<file path="config.mk">
export PLATFORM = sky130hd
export DESIGN_NAME = instr_seq_ctrl
export DESIGN_NICKNAME = d
export VERILOG_FILES = /design/src/rtl/instr_seq_ctrl.sv
export SDC_FILE = /design/constraint.sdc
export NUM_CORES = 1
export LEC_CHECK = 0
export CAP_MARGIN = 20
export CORE_MARGIN = 2
export CORE_UTILIZATION = 46
export CTS_BUF_LIST = sky130_fd_sc_hd__clkbuf_8
export DETAILED_ROUTE_END_ITERATION = 10
export PLACE_DENSITY = 0.87
export RECOVER_POWER = 25
export SLEW_MARGIN = 20
export SYNTH_ARGS = -nofsm -noshare
export SYNTH_HDL_FRONTEND = slang
export SYNTH_SLANG_ARGS = --single-unit
</file>
<file path="constraint.sdc">
create_clock -name clk -period 2.1 [get_ports clk]
set_clock_uncertainty 0.05 [all_clocks]
set_input_delay 0.21 -clock clk [delete_from_list [all_inputs] [get_ports clk]]
set_output_delay 0.21 -clock clk [all_outputs]
set_load 0.1 [all_outputs]
</file>
<file path="src/rtl/instr_seq_ctrl.sv">
// Multi-cycle instruction sequencer for an RV32I core sharing one memory port.
// State and captured instruction fields are registered; controls decode state plus live handshake inputs.
module instr_seq_ctrl (
  input  logic       clk,
  input  logic       rst_n,
  input  logic [6:0] opcode,
  input  logic [2:0] funct3,
  input  logic       BrEq,
  input  logic       BrLT,
  input  logic       mem_ready,
  output logic       mem_req,
  output logic       mem_we,
  output logic       ir_we,
  output logic       pc_we,
  output logic       PCSel,
  output logic       RegWEn,
  output logic       BrUn,
  output logic [2:0] state,
  output logic       retire,
  output logic       illegal
);

  localparam logic [6:0] OP_R      = 7'b0110011;
  localparam logic [6:0] OP_I      = 7'b0010011;
  localparam logic [6:0] OP_LOAD   = 7'b0000011;
  localparam logic [6:0] OP_STORE  = 7'b0100011;
  localparam logic [6:0] OP_BRANCH = 7'b1100011;
  localparam logic [6:0] OP_JAL    = 7'b1101111;
  localparam logic [6:0] OP_JALR   = 7'b1100111;
  localparam logic [6:0] OP_LUI    = 7'b0110111;
  localparam logic [6:0] OP_AUIPC  = 7'b0010111;

  typedef enum logic [2:0] {
    S_FETCH  = 3'd0,
    S_DECODE = 3'd1,
    S_EXEC   = 3'd2,
    S_MEM    = 3'd3,
    S_WB     = 3'd4,
    S_TRAP   = 3'd7
  } state_t;

  state_t     state_q, state_d;
  logic [6:0] op_q;
  logic [2:0] f3_q;

  logic op_legal, is_load, is_store, is_branch, is_jump, br_f3_ok, taken;

  // Legality is judged on the live opcode in DECODE, the same value captured on that edge.
  assign op_legal  = opcode inside {OP_R, OP_I, OP_LOAD, OP_STORE, OP_BRANCH,
                                    OP_JAL, OP_JALR, OP_LUI, OP_AUIPC};
  assign is_load   = (op_q == OP_LOAD);
  assign is_store  = (op_q == OP_STORE);
  assign is_branch = (op_q == OP_BRANCH);
  assign is_jump   = (op_q == OP_JAL) || (op_q == OP_JALR);
  assign br_f3_ok  = !(f3_q inside {3'b010, 3'b011});

  always_comb begin
    taken = 1'b0;
    case (f3_q)
      3'b000:         taken = BrEq;
      3'b001:         taken = !BrEq;
      3'b100, 3'b110: taken = BrLT;
      3'b101, 3'b111: taken = !BrLT;
      default:        taken = 1'b0;
    endcase
  end

  always_comb begin
    state_d = S_FETCH;
    case (state_q)
      S_FETCH:  state_d = mem_ready ? S_DECODE : S_FETCH;
      S_DECODE: state_d = op_legal ? S_EXEC : S_TRAP;
      S_EXEC: begin
        if (is_load || is_store) state_d = S_MEM;
        else if (is_branch)      state_d = br_f3_ok ? S_FETCH : S_TRAP;
        else                     state_d = S_WB;
      end
      S_MEM: begin
        if (!mem_ready)    state_d = S_MEM;
        else if (is_store) state_d = S_FETCH;
        else               state_d = S_WB;
      end
      S_WB:     state_d = S_FETCH;
      S_TRAP:   state_d = S_TRAP;
      default:  state_d = S_FETCH;
    endcase
  end

  always_ff @(posedge clk or negedge rst_n) begin
    if (!rst_n) begin
      state_q <= S_FETCH;
      op_q    <= 7'd0;
      f3_q    <= 3'd0;
    end else begin
      state_q <= state_d;
      if (state_q == S_DECODE) begin
        op_q <= opcode;
        f3_q <= funct3;
      end
    end
  end

  // Every control is forced low while reset is held, including the FETCH request.
  always_comb begin
    mem_req = 1'b0;
    mem_we  = 1'b0;
    ir_we   = 1'b0;
    pc_we   = 1'b0;
    PCSel   = 1'b0;
    RegWEn  = 1'b0;
    BrUn    = 1'b0;
    illegal = 1'b0;
    if (rst_n) begin
      case (state_q)
        S_FETCH: begin
          mem_req = 1'b1;
          ir_we   = mem_ready;
        end
        S_EXEC: begin
          if (is_branch) begin
            BrUn  = f3_q[1];
            pc_we = br_f3_ok;
            PCSel = br_f3_ok & taken;
          end
        end
        S_MEM: begin
          mem_req = 1'b1;
          mem_we  = is_store;
          pc_we   = is_store & mem_ready;
        end
        S_WB: begin
          RegWEn = 1'b1;
          pc_we  = 1'b1;
          PCSel  = is_jump;
        end
        S_TRAP:  illegal = 1'b1;
        default: ;
      endcase
    end
  end

  assign retire = pc_we;
  assign state  = state_q;

endmodule

</file>
# Word-level counts from Yosys, hierarchy flattened

Index checks and enable logic that the tools add are counted.

Flip-flop bits (word level): 13
Input port bits: 15
Output and inout port bits: 12
Logic and storage cells: 71

Eq/ne operators: 26
Multiplexer cells: 28
Bitwise operators: 2
Reductions and logical operators: 12

Operators by type and width:

| kind                                                            | number |
|---|---|
| 7-bit == test, second input constant                            | 6 |
| 7-bit by 6-bit == test with 1-bit output, second input constant | 4 |
| 3-bit == test, second input constant                            | 6 |
| 1-bit 2-to-1 mux                                                | 18 |
| 3-bit 2-to-1 mux                                                | 6 |
| 3-bit case mux with 5 select lines                              | 1 |
| 7-bit by 2-bit == test with 1-bit output, second input constant | 2 |
| 7-bit by 5-bit == test with 1-bit output, second input constant | 2 |
| 3-bit by 2-bit == test with 1-bit output, second input constant | 4 |
| 9-bit nonzero test                                              | 1 |
| 3-bit by 1-bit == test with 1-bit output, second input constant | 2 |
| 3-bit zero test                                                 | 2 |
| 2-bit OR reduction                                              | 3 |
| 1-bit case mux with 4 select lines                              | 1 |
| 1-bit zero test                                                 | 3 |
| 1-bit case mux with 3 select lines                              | 1 |
| 1-bit AND                                                       | 2 |
| 1-bit logical OR                                                | 2 |
| 1-bit case mux with 2 select lines                              | 1 |
| 2-bit nonzero test                                              | 1 |

# Logic depth before layout (Yosys ltp)

Word-level depth: 7
Mapped depth: 6
Mapped depth without buffers: 4

# Worst setup path after synthesis

Ideal clock, no wire load.

Path kind: reg2out
From: register state_q[2] (netlist: state[2])
To: output retire
Arrival: 4.647 ns
Data required time: 1.840 ns
Setup slack: -2.807 ns
Cell stages (with the launch flop): 6
Path buffers: 2
Path through: dfrtp_1 -> buf_2 -> nand2_1 -> nor3_1 -> a211o_1 -> buf_4

Cells in the longest elaborated chain, start to end: 3

Ends and longest elaborated chain:

| what                                                                      | RTL line | text |
|---|---|---|
| from (decl)                                                               | 42       | `state_t state_q, state_d;` |
| from (signal assigned)                                                    | 95       | `state_q <= state_d;` |
| 3-bit == test or 3-bit by 2-bit == test with 1-bit output (tied branches) | 114      | `case (state_q)` |
| 1-bit case mux with 3 select lines (*)                                    | 114      |  |
| 1-bit 2-to-1 mux (*)                                                      | 113      | `if (rst_n) begin` |
| to (decl)                                                                 | 19       | `output logic retire,` |

Every way passes the cells marked *; elsewhere a longest branch is shown, timed or not.

# Worst setup path in the final report

From: register op_q[5]
To: output retire

Cells in the longest elaborated chain, start to end: 4

Ends and longest elaborated chain:

| what                                                                      | RTL line | text |
|---|---|---|
| from (decl)                                                               | 43       | `logic [6:0] op_q;` |
| from (signal assigned)                                                    | 97       | `op_q <= opcode;` |
| 7-bit by 6-bit == test with 1-bit output or 7-bit == test (tied branches) | 52, 53   |  |
| 1-bit AND or 1-bit 2-to-1 mux (tied branches)                             | 129, 120 |  |
| 1-bit case mux with 3 select lines (*)                                    | 114      |  |
| 1-bit 2-to-1 mux (*)                                                      | 113      |  |

Marks and branches as above.

==> summary.md <==
| Metric | Value |
|---|---|
| Library cells used by synthesis | `35` |
| Setup WS pre-CTS | `0.0812 ps` |
| PD cells | `1470 mW/mm²` |
| Setup violators final | `0` |
| Seq pwr share | `a little under a third` |
| Global-route wire length before repair | `roughly 3.2 mm` |
| Largest family of logic cells by synthesized area | `simple AND/OR/NAND/NOR gates` |
| Post-Synthesis Cells | `85` |
| Peak VDD IR | `approximately 1000 µV` |
| Largest net degree at the start of global routing | `17` |
| Final Critical Period | `between 2000 and 2500 ps` |
| Final max-slew violation count | `0` |
| Post-synthesis mux area share | `approximately 11%` |
| Primary FF master, synth | `dfrtp_1` |
| Root Buffer | `clkbuf_8` |
| RSZ-0062 raised after global routing | `true` |
| Reg-to-reg setup timing slack | `430 ps` |
| Antenna diode count | `0` |
| Clk pin slew, worst setup/hold paths | `approximately 50 ps` |
| Yosys reg bits | `13` |
| Pint | `about 1000 µW` |
| Wire per inst | `between 15 and 20 µm` |
| Layout fillers | `100` |
| Final WS setup | `44.1 ps` |
| Total number of vias | `between 700 and 800` |
| Core area | `around 0.0017 mm²` |
| Synth Area in Adders | `0%` |
| CTS Buffer Depth | `2` |
| Crit path kind | `register to output pin` |
| Area post-placement | `between 0.001 and 0.0015 mm²` |
| Status | `complete, no violations` |
| Hold Crit Class | `register to register` |
| Largest area contributor in the netlist | `dfrtp_1` |
| Yosys top cell area share | `40.1%` |
| Chip width | `46.0 µm` |
| Worst-Skew Late Latency | `between 200 and 250 ps` |
| Initial antenna violation count | `0` |
| Most common cell after layout, fill and taps aside | `clkdlybuf4s50_1` |
| Die ar. | `approximately 0.0021 mm²` |
| Hpwl dp | `roughly 1.5 mm` |
| Slew HR | `between 50% and 60%` |
| Commonest cells after routing, fill and taps aside | `13 x clkdlybuf4s50_1, 9 x dfrtp_1, 9 x buf_12` |
| DRC viols | `0` |
| Post-Syn Nets | `100` |
| Cell leakage power | `approximately 0.00056 µW` |
| Fin Hold WS | `between 400 and 500 ps` |
| Post-synth EDFFs | `0` |
| Synth Area in XOR/XNOR | `under 10%` |
| Worst-path maximum fanout | `3` |
| Initial DRC Count | `12` |
| Final period util | `a little over nine tenths` |
| Worst setup EP type | `output pin` |
| Core Rows | `15` |
| CTS tree | `yes` |
| Fin. Hold Viols | `0` |
| CTS sink cnt | `13` |
| Clk pwr share | `about 11%` |
| Placer Congestion | `approximately 0.77` |
| Data required time at the worst endpoint | `about 1800 ps` |
| Top Ports | `27` |
| Share of post-route cells with drive strength above 1 | `around 44%` |
| Antenna Violating Nets Remaining | `0` |
| DRT Pass-1 Iters | `4` |
| Sw frac | `between 50% and 60%` |
| Number of global-route vias before repair | `about 730` |
| Ys async rst share | `between 90% and 100%` |
| Combinational Power Share | `58.4%` |
| Die Y | `roughly 46 µm` |
| Area grow syn2layout | `68.6%` |
| Synth warnings | `0` |
| Gr ovfl total | `0` |
| H-tree lvl count | `1` |
| Cts bufs inserted | `3` |
| Net Sw Power | `about 1000 µW` |
| CP arrival | `roughly 1800 ps` |
| Final wirelength | `between 2 and 2.5 mm` |
| Post-synthesis compound-gate area fraction | `between 10% and 20%` |
| Post-Synthesis Cell Area | `slightly above 800 µm²` |
| Crit start category | `register` |
| Worst Max-Slew Pin Slew | `between 600 and 700 ps` |
| # nets final | `133` |
| Setup TNS | `0 ps` |
| PortBufs | `26` |
| Seq/Total Area, Yosys | `roughly 40%` |
| Number of vias per cell | `~5.7` |
| Final instance area | `between 0.001 and 0.0015 mm²` |
| Initial core utilization | `~48%` |
| Synth top area cells | `dfrtp_1 40%, mux2_2 9.7%, nand2_1 4.2%, buf_4 3.7%, xor2_1 3.2%` |
| # Max-Cap Violations | `0` |
| Simple-gate area share of the yosys netlist | `between 20% and 30%` |
| Avg Inst Size Synth | `approximately 9.6 µm²` |
| Fmax | `a little under 500 MHz` |
| GRT Util Overall | `roughly 22%` |
==> layout make-up <==
type / count / area [µm²] / share of cell area, %
Clock buffer: 3 / 41.3 / 3.02
Inverter: 4 / 15.0 / 1.10
Sequential cell: 13 / 338 / 24.7
Timing Repair Buffer: 33 / 394 / 28.8
Multi-Input combinational cell: 63 / 556 / 40.6
Clock inverter: 1 / 3.75 / 0.274
Tap cell: 17 / 21.3 / 1.55
==> kinds of logic after synthesis <==
group                  Yosys count
flip-flops                      13
AO/OA/AOI/OAI                   13
multiplexers                     8
AND/OR/NAND/NOR                 39
buffers and inverters            9
XOR/XNOR                         3
==> per-stage QoR <==
stage	instances	util, %	power [µW]
6_report	134	81.0	2010
5_1_grt	134	81.0	2110
4_1_cts	131	79.0	1950
3_5_place_dp	126	74.7	1690
3_3_place_gp	126	74.7	1670
2_1_floorplan	85	-	1460
==> worst max-delay path, stage by stage, from the launching register on <==
cell,delay (ps)
dfrtp_2,390
nand2_2,70
or4_4,540
nor3b_4,210
a211o_4,160
buf_12,170
==> worst paths after layout <==
kind	endpoint	cells after the start	start
max	retire	5	op_q[5]
min	op_q[1]	1	op_q[1]
max reg2reg	f3_q[2]	2	state[1]
min reg2reg	op_q[1]	1	op_q[1]
max in group asynchronous	state[0]	3	rst_n
min in group asynchronous	f3_q[0]	3	rst_n
==> cell usage after synthesis, drive strengths merged (2+ instances only) <==
master,instances
dfrtp,13
nand2,10
mux2,8
nor2,6
buf,5
inv,4
nor3,4
o21ai,4
nand2b,3
nand3,3
nor2b,3
nor3b,3
xor2,3
o211ai,2
==> per-layer routing <==
metal / track usage [%] / vias to the layer above / routed length, µm
met1: 25.3 / 360 / 801
met3: 4.76 / 6 / 86
li1: - / 365 / -
met4: 8.57 / 0 / 29
met2: 38.6 / 27 / 1150
met5: 0 / - / 0
==> what timing repair did <==
item | 4_1_cts | 5_1_grt
buffers inserted | 1 | 2
hold buffers | 0 | 1
resized for setup | 3 | 6
endpoints found under the setup margin | 3 | 3
pin swaps | 0 | 4
hold endpoints to repair | 0 | 13
==> sequential cells by signal (all words and copies together) (netlist names) <==
| signal | cells |
|---|---|
| f3_q | 3 |
| state | 3 |
| op_q | 7 |
==> power groups by stage <==
stage / combinational (µW) / clock [µW] / sequential [µW]
2_1_floorplan: 787 / 0 / 675
3_3_place_gp: 1070 / 0 / 601
3_5_place_dp: 1090 / 0 / 607
4_1_cts: 1120 / 220 / 609
5_1_grt: 1240 / 233 / 639
6_report: 1170 / 217 / 617
(Power assumes the default switching activity.)
==> variant: new RTL, same flow settings <==
Make the reset (`rst_n`) synchronous in one clocked block.
--- a/src/rtl/instr_seq_ctrl.sv
+++ b/src/rtl/instr_seq_ctrl.sv
@@ -86,7 +86,7 @@
     endcase
   end
 
-  always_ff @(posedge clk or negedge rst_n) begin
+  always_ff @(posedge clk) begin
     if (!rst_n) begin
       state_q <= S_FETCH;
       op_q    <= 7'd0;
Behaviour: differs if rst_n is asserted again (counterexample within 4 cycles, from zero or initial values and one cycle with rst_n low); with rst_n held inactive, the same outputs for 10 cycles.
==> variant against the unedited design <==
- utilization is 3.0 points lower
- wire length is 5.0% higher
- die area shrank 1.4%
- worst setup slack gained 0.0022 ns
- hold slack gained 0.013 ns
- design area shrank 4.8%
- sequential cell count is the same
- power fell by 25%
- maximum frequency grew 0.11%
- synthesized area fell by 1.5%
- cell count up 6.0%
- largest cell class unchanged
- largest power group unchanged
==> variant: results <==
set metrics [dict create \
    grt_use_total 0.2380 \
    numCtsBuffers 3 \
    fin_nets 141 \
    syn_nets 111 \
    ir_drop_v 0.0008474 \
    ys_top_cells_by_count "nor2b_1 (14), dfxtp_1 (13), mux2i_1 (11)" \
    critPathMaxFanout 1 \
    tightest_slew_ns 0.7662 \
    outcome "complete, no violations" \
    dp_slack_ns 0.02442 \
    synth_area_leaders "dfxtp_1 (33%), mux2i_1 (14%), nor2b_1 (11%), nand2_1 (3.3%), a21oi_1 (3.1%)" \
    power_leakage_nw 0.4677 \
    synth_cell_types 32 \
    async_reset_ff_frac 0 \
    vias_per_cell 5.676 \
    largest-register "op_q" \
    htreeDepth 1 \
    initialDrtViolationCount 16 \
    synthFlopType "dfxtp_1" \
    synth-seq-area-share 0.3255 \
    cp.arrival_ns 1.79 \
    dp_hpwl_um 1551 \
    hold_path.class "register to register" \
    cpPeakStageDelay_ns 0.50 \
    place_congestion 0.7631 \
    drive_gt1_frac 0.2800 \
    clkTransAtPathRegs_ns 0.05 \
    antenna_found_initial 0 \
    largest_register_ffs 7 \
    num_vias 806 \
    grt_pass1_wl_um 3539 \
    cts_buffer_depth 2 \
    diodes 0 \
    numPortBuffers 26 \
    wire_per_inst_um 15.26 \
    dpl.cell_count 138 \
    clock_latency_ns 0.24 \
    root_buffer "clkbuf_8" \
    grt_max_degree 12 \
    first_pass_iters 5 \
    grt_pass1_vias 797 \
    netlist_instances 96 \
    cp_top_family "buffers and inverters" \
    ys_warn_count 0 \
    place_area_um2 1266 \
    crit_path_top_delay_cell "or4_4" \
]
[variant: cell types whose count changed in the layout (fill, tap and decap cells not counted), sizes merged, moves of 4 or more]
cell	before	now
a21oi	1	5
mux2	8	0
mux2i	0	11
dfxtp	0	13
dfrtp	13	0
nor2b	3	14
[variant: final timing paths]
check                           slack [ns]  cells past startpoint  endpoint  startpoint
worst max-delay path                  0.05                      6     PCSel        BrEq
worst min-delay path                  0.50                      2   op_q[5]     op_q[5]
worst max register to register        0.16                      5  state[2]    state[0]
worst min register to register        0.50                      2   op_q[5]     op_q[5]
[variant: cells by family (layout without fill, tap and decap cells)]
family                 Yosys count  count (layout)  share of synthesized area
AND/OR/NAND/NOR                 42              42                     0.3114
multiplexers                    11              11                     0.1377
AO/OA/AOI/OAI                   17              17                     0.1346
flip-flops                      13              13                     0.3255
XOR/XNOR                         2               2                    0.02191
buffers and inverters           11              40                    0.06885
[variant: worst min-delay path: stages (launching register included)]
cell     delay [ns]
dfxtp_1        0.32
mux2i_1        0.12
nor2b_1        0.06
[variant: layout make-up]
type / count / area [um2]
multi-input cells: 72 / 574.3
repair buffers: 32 / 376.6
fillers: 111 / 366.6
flip-flops and latches: 13 / 271.5
clock buffers: 3 / 41.29
well taps: 17 / 21.27
inverters: 4 / 15.01
clock inverters: 1 / 3.754
[variant: power by group]
part           internal (mW)  total (mW)  switching [mW]
Clock                  0.129       0.212          0.0833
Sequential             0.321       0.439           0.117
Combinational          0.309       0.860           0.550
[variant: what timing repair did]
action,in CTS,in global routing
resized for setup,0,1
setup buffers,0,0
setup endpoints to repair,0,4
[variant: routing by layer]
| layer | GRT usage | routed length [um] |
|---|---|---|
| met3 | 0.03175 | 71 |
| met1 | 0.2854 | 868 |
| met2 | 0.4169 | 1189 |
| met5 | 0 | 0 |
| met4 | 0.1086 | 38 |
